===== config.mk =====
export PLATFORM = sky130hd
export DESIGN_NAME = fp_operand_prep
export DESIGN_NICKNAME = d
export VERILOG_FILES = /design/src/rtl/fp_operand_prep.sv
export SDC_FILE = /design/constraint.sdc
export NUM_CORES = 1
export LEC_CHECK = 0
export CORE_ASPECT_RATIO = 0.6
export CORE_MARGIN = 2
export CORE_UTILIZATION = 50
export DETAILED_ROUTE_END_ITERATION = 6
export PLACE_DENSITY = 0.95
export SLEW_MARGIN = 20
export SYNTH_ARGS = -nofsm -noshare
export SYNTH_HDL_FRONTEND = slang
export SYNTH_SLANG_ARGS = --single-unit
export TNS_END_PERCENT = 100

===== constraint.sdc =====
create_clock -name clk -period 8.8 [get_ports clk]
set_input_delay 2.64 -clock clk [delete_from_list [all_inputs] [get_ports clk]]
set_output_delay 2.64 -clock clk [all_outputs]
set_load 0.05 [all_outputs]

===== src/rtl/fp_operand_prep.sv =====
// fp_operand_prep
// Registered pre-alignment stage that sits in front of the FP add/sub datapath.
// It takes two IEEE-754 single-precision operands and an add/subtract select
// over a valid/ready handshake. It unpacks both operands and orders them by
// magnitude. It also computes the clamped alignment shift and resolves the
// NaN/Inf cases. The result is one registered operand set for the
// swap/shift/add stages that follow.
//
// Ports
//   clk, rst           rising-edge clock, synchronous active-high reset
//   in_valid/in_ready  upstream handshake for a, b, operation_select
//   a, b               IEEE-754 operands
//   operation_select   0 = a+b, 1 = a-b
//   out_valid/out_ready downstream handshake for every out_* signal
//   out_sign_l/_s      effective signs of the larger / smaller operand
//   out_exp_l          biased exponent of the larger operand (denormal -> 1)
//   out_mant_l/_s      mantissas with the hidden bit restored
//   out_shift          right shift for out_mant_s, saturated at MANT_BITS+3
//   out_eff_sub        operation is an effective subtraction
//   out_a_greater      |a| >= |b|
//   out_special        out_special_res is already the final result
//   out_special_res    final result for NaN/Inf cases
//   out_invalid        IEEE invalid-operation flag
module fp_operand_prep #(
   parameter int WIDTH     = 32,
   parameter int EXP_BITS  = 8,
   parameter int MANT_BITS = 23
) (
   input  logic                 clk,
   input  logic                 rst,
   input  logic                 in_valid,
   output logic                 in_ready,
   input  logic [WIDTH-1:0]     a,
   input  logic [WIDTH-1:0]     b,
   input  logic                 operation_select,
   output logic                 out_valid,
   input  logic                 out_ready,
   output logic                 out_sign_l,
   output logic                 out_sign_s,
   output logic [EXP_BITS-1:0]  out_exp_l,
   output logic [MANT_BITS:0]   out_mant_l,
   output logic [MANT_BITS:0]   out_mant_s,
   output logic [4:0]           out_shift,
   output logic                 out_eff_sub,
   output logic                 out_a_greater,
   output logic                 out_special,
   output logic [WIDTH-1:0]     out_special_res,
   output logic                 out_invalid
);

   localparam logic [EXP_BITS-1:0] EXP_ONES  = '1;
   localparam logic [EXP_BITS-1:0] SHIFT_SAT = EXP_BITS'(MANT_BITS + 3);
   localparam logic [WIDTH-1:0]    QNAN      =
      {1'b0, {EXP_BITS{1'b1}}, 1'b1, {(MANT_BITS-1){1'b0}}};

   logic                 sign_a;
   logic                 sb_eff;
   logic [EXP_BITS-1:0]  exp_a;
   logic [EXP_BITS-1:0]  exp_b;
   logic [EXP_BITS-1:0]  eff_exp_a;
   logic [EXP_BITS-1:0]  eff_exp_b;
   logic [EXP_BITS-1:0]  exp_diff;
   logic [MANT_BITS-1:0] man_a;
   logic [MANT_BITS-1:0] man_b;
   logic [MANT_BITS:0]   full_a;
   logic [MANT_BITS:0]   full_b;
   logic                 nan_a, nan_b, snan_a, snan_b, inf_a, inf_b;
   logic                 a_greater_c;
   logic                 eff_sub_c;
   logic                 sign_l_c, sign_s_c;
   logic [EXP_BITS-1:0]  exp_l_c;
   logic [MANT_BITS:0]   mant_l_c, mant_s_c;
   logic [4:0]           shift_c;
   logic                 special_c;
   logic [WIDTH-1:0]     special_res_c;
   logic                 invalid_c;
   logic                 capture;

   // A new set can enter whenever the output register is empty or is being
   // drained in this same cycle, which gives one operand set per cycle.
   assign in_ready = !out_valid || out_ready;
   assign capture  = in_valid && in_ready;

   // Unpack both operands and restore the hidden bit. For b, fold the
   // subtract select into its sign so everything downstream sees an addition.
   // Denormals and zeros use an effective exponent of 1, so a denormal lines
   // up correctly against the smallest normal number.
   always_comb begin
      sign_a    = a[WIDTH-1];
      sb_eff    = b[WIDTH-1] ^ operation_select;
      exp_a     = a[WIDTH-2 -: EXP_BITS];
      exp_b     = b[WIDTH-2 -: EXP_BITS];
      man_a     = a[MANT_BITS-1:0];
      man_b     = b[MANT_BITS-1:0];
      full_a    = {(exp_a != '0), man_a};
      full_b    = {(exp_b != '0), man_b};
      eff_exp_a = (exp_a == '0) ? EXP_BITS'(1) : exp_a;
      eff_exp_b = (exp_b == '0) ? EXP_BITS'(1) : exp_b;
      eff_sub_c = sign_a ^ sb_eff;
      nan_a     = (exp_a == EXP_ONES) && (man_a != '0);
      nan_b     = (exp_b == EXP_ONES) && (man_b != '0);
      snan_a    = nan_a && !man_a[MANT_BITS-1];
      snan_b    = nan_b && !man_b[MANT_BITS-1];
      inf_a     = (exp_a == EXP_ONES) && (man_a == '0);
      inf_b     = (exp_b == EXP_ONES) && (man_b == '0);
   end

   // Order the operands by magnitude. The raw {exp, man} fields compare the
   // same way as the magnitudes, and a tie keeps a on the large side. Because
   // the ordering uses raw exponents, eff_l >= eff_s always holds, so the
   // difference cannot wrap. Any gap past MANT_BITS+3 shifts everything into
   // sticky territory and is clamped there.
   always_comb begin
      a_greater_c = {exp_a, man_a} >= {exp_b, man_b};
      sign_l_c    = a_greater_c ? sign_a    : sb_eff;
      sign_s_c    = a_greater_c ? sb_eff    : sign_a;
      exp_l_c     = a_greater_c ? eff_exp_a : eff_exp_b;
      mant_l_c    = a_greater_c ? full_a    : full_b;
      mant_s_c    = a_greater_c ? full_b    : full_a;
      exp_diff    = a_greater_c ? (eff_exp_a - eff_exp_b) : (eff_exp_b - eff_exp_a);
      shift_c     = (exp_diff > SHIFT_SAT) ? SHIFT_SAT[4:0] : exp_diff[4:0];
   end

   // Special-case resolution, highest priority first. Only a signalling NaN
   // raises invalid among the NaN inputs. Inf - Inf yields the default qNaN
   // and is invalid. Any other infinity is returned with its effective sign.
   // When both operands are Inf and there is no effective subtraction, their
   // signs agree, so taking a's sign is correct.
   always_comb begin
      special_c     = 1'b0;
      special_res_c = '0;
      invalid_c     = 1'b0;
      if (nan_a || nan_b) begin
         special_c     = 1'b1;
         special_res_c = QNAN;
         invalid_c     = snan_a || snan_b;
      end else if (inf_a && inf_b && eff_sub_c) begin
         special_c     = 1'b1;
         special_res_c = QNAN;
         invalid_c     = 1'b1;
      end else if (inf_a) begin
         special_c     = 1'b1;
         special_res_c = {sign_a, EXP_ONES, {MANT_BITS{1'b0}}};
      end else if (inf_b) begin
         special_c     = 1'b1;
         special_res_c = {sb_eff, EXP_ONES, {MANT_BITS{1'b0}}};
      end
   end

   // Output register. Data is loaded only on capture, so it stays stable
   // under backpressure. Valid clears after a transfer unless a replacement
   // is captured in the same cycle. Reset drops any held set.
   always_ff @(posedge clk) begin
      if (rst) begin
         out_valid       <= 1'b0;
         out_sign_l      <= 1'b0;
         out_sign_s      <= 1'b0;
         out_exp_l       <= '0;
         out_mant_l      <= '0;
         out_mant_s      <= '0;
         out_shift       <= '0;
         out_eff_sub     <= 1'b0;
         out_a_greater   <= 1'b0;
         out_special     <= 1'b0;
         out_special_res <= '0;
         out_invalid     <= 1'b0;
      end else if (capture) begin
         out_valid       <= 1'b1;
         out_sign_l      <= sign_l_c;
         out_sign_s      <= sign_s_c;
         out_exp_l       <= exp_l_c;
         out_mant_l      <= mant_l_c;
         out_mant_s      <= mant_s_c;
         out_shift       <= shift_c;
         out_eff_sub     <= eff_sub_c;
         out_a_greater   <= a_greater_c;
         out_special     <= special_c;
         out_special_res <= special_res_c;
         out_invalid     <= invalid_c;
      end else if (out_ready) begin
         out_valid       <= 1'b0;
      end
   end

endmodule


# == Word-level counts from Yosys, hierarchy flattened ==
# Cells that the tools add are included.
# op_classes
addsub,2
magnitude_cmp,2
eq_ne,2
n_mux,21
bitwise,2
reduce_logical,24
# ops
cell,n
$mux W32,4
$mux W24,2
$logic_not A23 Y1,2
$reduce_bool A23 Y1,2
$mux W8,4
$ge A31 B31 Y1,1
$eq A8 B8 Y1 const B,2
$logic_not A8 Y1,2
$reduce_bool A8 Y1,2
$sub A8 B8 Y8,2
$mux W1,10
$logic_and A1 B1 Y1,9
$gt A8 B5 Y1 const B,1
$mux W5,1
$logic_not A1 Y1,3
$logic_or A1 B1 Y1,3
$reduce_bool A2 Y1,1
$xor A1 B1 Y1,2
# word_totals
regBits,100
input_bits,69
out_inout_bits,101

# == Depth between registers and ports, before layout ==
# depth
depth_word,6
depth_mapped,16
mapped_depth_nobuf,16

# == Worst setup path after synthesis ==
# OpenSTA, ideal clock, no wires.
# synth_timing
kind,input to output
from,in out_ready
to,out in_ready
arrival_time_ns,3.088
required_ns,6.160
slack_ns,3.072
cell_stages,1
cell_sequence,nand2b_1
# synth_between
elab_chain_len,1
# synth_rtl
item,line_no,rtl
start: declaration,37,"input logic out_ready,"
$logic_or A1 B1 Y1,81,assign in_ready = !out_valid || out_ready;
end: declaration,32,"output logic in_ready,"
# No other way between the ends.

# == Worst setup path in the final report ==
# Same ends and word-level chain as after synthesis.

==> qor.txt <==
status: completed
number of global-route vias before repair: 4,404
First DRT Iteration DRCs: 356
antenna fix cells: 0
Ports: 170
ANT nets after route: 0
Die Span Y: 82.20 um
number of I/O port buffers: 147
CP top delay family: buffers and inverters
critical path cell sequence: clkdlybuf4s50_1 > nand2b_1 > clkdlybuf4s50_1
post-detail-place hpwl: 11,420 um
Worst EP arrival: 4.05 ns
grt total ovfl: 0
largest net degree at the start of global routing: 100
Slew Limit Fails: 0
Seq/Total Area, Yosys: 0.2750
crit path kind: in -> out
Final Hold Viols: 0
Routability Congestion: 0.9329
drt first pass iters: 6
Primary FF master, synth: dfxtp_1
Crit. End Element: primary output
Peak VDD IR: 0.09238 mV
flop2flop setup slack: 6.62 ns
CP max-delay cell: clkdlybuf4s50_1
adder-cell share of the synthesized area: 0.1183
RSZ-0062 raised after global routing: false
Clk Latency, worst-skew pair: 0.34 ns
Worst Setup SP: out_ready
CP max stage delay: 0.82 ns
clock transition at the registers of the reported paths: 0.06 ns
Stages on worst setup path: 3
most frequent cells in the layout: clkdlybuf4s50_1 (146), nor2_1 (107), dfxtp_1 (70), a211oi_1 (61), a21oi_1 (57)
CTS Buffer Depth: 2
Root Driver: clkbuf_16
worst rel slew slack: 0.3768
Post-synth EDFFs: 0
Power, Total: 1.171 mW
CTS sink cnt: 70
commonest non-fill, non-tap cell in the layout: clkdlybuf4s50_1
Final nets: 876
post-synthesis mux area share: 0.05696
# Post-CTS Setup Buffers: 0
Simple-Gate Fraction of Synth Area: 0.1697
RR Startpoint: out_valid$_SDFFE_PP0P_
number of H-tree levels: 3
min cycle time layout: 6.688 ns
CP Capture Point: in_ready
Synth cell types: 50
die area: 11,040 um^2
Worst-Margin Slew: 0.9348 ns
Critical Path RT: 6.16 ns
WL/cell: 16.89 um
TritonCTS clock tree: yes
Die X: 134.3 um
Via-to-Cell Ratio: 5.544
Setup-failing EPs final: 0
total CTS buffers: 9
Static Leak: 2.856 nW
synthesized instance count: 657
Synth Area in XOR/XNOR: 0.02062
layout cells sized above 1: 0.04444
max cap viols: 0
register bit total from synthesis: 70
DRC viols: 0
via total after detailed routing: 4,990
crit start category: input port
Initial Util: 0.5158
post-synthesis instance area: 5096 um^2
critical path peak fanout: 4
post_cts resized: 0
Async SR Flop Fraction: 0
Fmax achieved: 149.5 MHz
Mean Syn Cell Area: 7.757 um^2
Tcrit/Tclk final: 0.7600
compound-cell area share of the yosys netlist: 0.2251
Layout Skew: 0.005817 ns
largest family of logic cells by synthesized area: compound AO/OA/AOI/OAI gates
Ys Warns: 0
Most common cell on crit path: clkdlybuf4s50_1
Reg2Reg Capture Point: out_special_res[31]$_SDFFE_PP0P_
WP buf/inv: 2
worst hold path type: reg -> reg
initial antenna violation count: 0
area grow syn2layout: 31.01%
Pwr per Cell Area: 175.4 nW/um^2
total track usage: 0.2719
final WL: 15,200 um
CORE AREA: 9879 um^2
# rows: 28
first-pass GRT wire length: 23,420 um
Reg2Reg Depth: 6
setup_tns: 0 ns
cts hold-fix bufs: 0
==> worst min-delay path: stages, from the launching register on <==
cell,delay [ns]
dfxtp_1,0.31
nand2_1,0.05
a21oi_1,0.05
==> cells in the mapped netlist (4+ instances only) <==
master      n  area (um^2)
a211oi_1   61        457.9
a21o_1      6        45.04
a21oi_1    57        285.3
buf_2       7        35.03
buf_4      34        255.2
buf_6       5        56.30
clkbuf_1   34        127.6
dfxtp_1    70         1401
ha_1       45        563.0
inv_1      55        206.5
mux2i_1    29        290.3
nand2_1    33        123.9
nand2b_1    4        25.02
nand4_1    12        75.07
nor2_1    107        401.6
nor3_1      9        45.04
nor4_1     13        81.33
o21ai_0    15        75.07
xnor2_1    10        87.58
==> where the power goes <==
| group | internal (mW) | switching, mW | total (mW) |
|---|---|---|---|
| clock | 0.229 | 0.148 | 0.376 |
| sequential | 0.344 | 0.0151 | 0.359 |
| combinational | 0.153 | 0.282 | 0.436 |
| total | 0.726 | 0.445 | 1.17 |
==> state kept, by name (all words and copies together) (netlist names), 2 cells and up <==
name / cells
out_mant_l: 24
out_mant_s: 24
out_exp_l: 8
out_shift: 5
out_special_res: 2
==> worst min-delay path by stage <==
| stage | start | to | cells past startpoint |
|---|---|---|---|
| floorplan | out_sign_s$_SDFFE_PP0P_ | out_sign_s$_SDFFE_PP0P_ | 2 |
| global placement | out_sign_s$_SDFFE_PP0P_ | out_sign_s$_SDFFE_PP0P_ | 2 |
| detailed placement | out_sign_s$_SDFFE_PP0P_ | out_sign_s$_SDFFE_PP0P_ | 2 |
| CTS | out_sign_s$_SDFFE_PP0P_ | out_sign_s$_SDFFE_PP0P_ | 2 |
| global route | out_sign_s$_SDFFE_PP0P_ | out_sign_s$_SDFFE_PP0P_ | 2 |
| finish | out_sign_s$_SDFFE_PP0P_ | out_sign_s$_SDFFE_PP0P_ | 2 |
==> kinds of logic after synthesis <==
logic type / count (synthesis)
AND/OR/NAND/NOR: 195
XOR/XNOR: 12
adder cells (fa/ha/maj): 47
buffers and inverters: 135
flip-flops: 70
other: 1
multiplexers: 29
AO/OA/AOI/OAI: 168
==> metal layers <==
metal | vias up | GRT usage | part of all wire
li1 | 2458 | - | -
met1 | 2292 | 0.4019 | 0.49
met2 | 219 | 0.4000 | 0.41
met3 | 21 | 0.07021 | 0.095
met4 | 0 | 0.04947 | 0.010
met5 | - | 0 | 0
==> layout make-up <==
cell class              instances  area [um^2]
repair buffers                151         1496
flip-flops and latches         70         1401
clock buffers                  10        239.0
multi-input cells             473         3095
inverters                      55        206.4
clock inverters                 6        68.82
fillers                       816         3203
well taps                     135        168.9
==> stage by stage <==
stage | setup WS, ns | util | hold slack, ns | area (um^2) | cells
2_1_floorplan | 3.072 | - | 0.6727 | 5175 | 678
4_1_cts | 2.107 | 0.6758 | 0.4514 | 6676 | 900
6_report | 2.112 | 0.6758 | 0.4540 | 6676 | 900
3_3_place_gp | 2.100 | 0.6446 | 0.4383 | 6369 | 884
3_5_place_dp | 2.108 | 0.6446 | 0.4432 | 6369 | 884
5_1_grt | 2.052 | 0.6758 | 0.4716 | 6676 | 900
(Power assumes the default switching activity.)
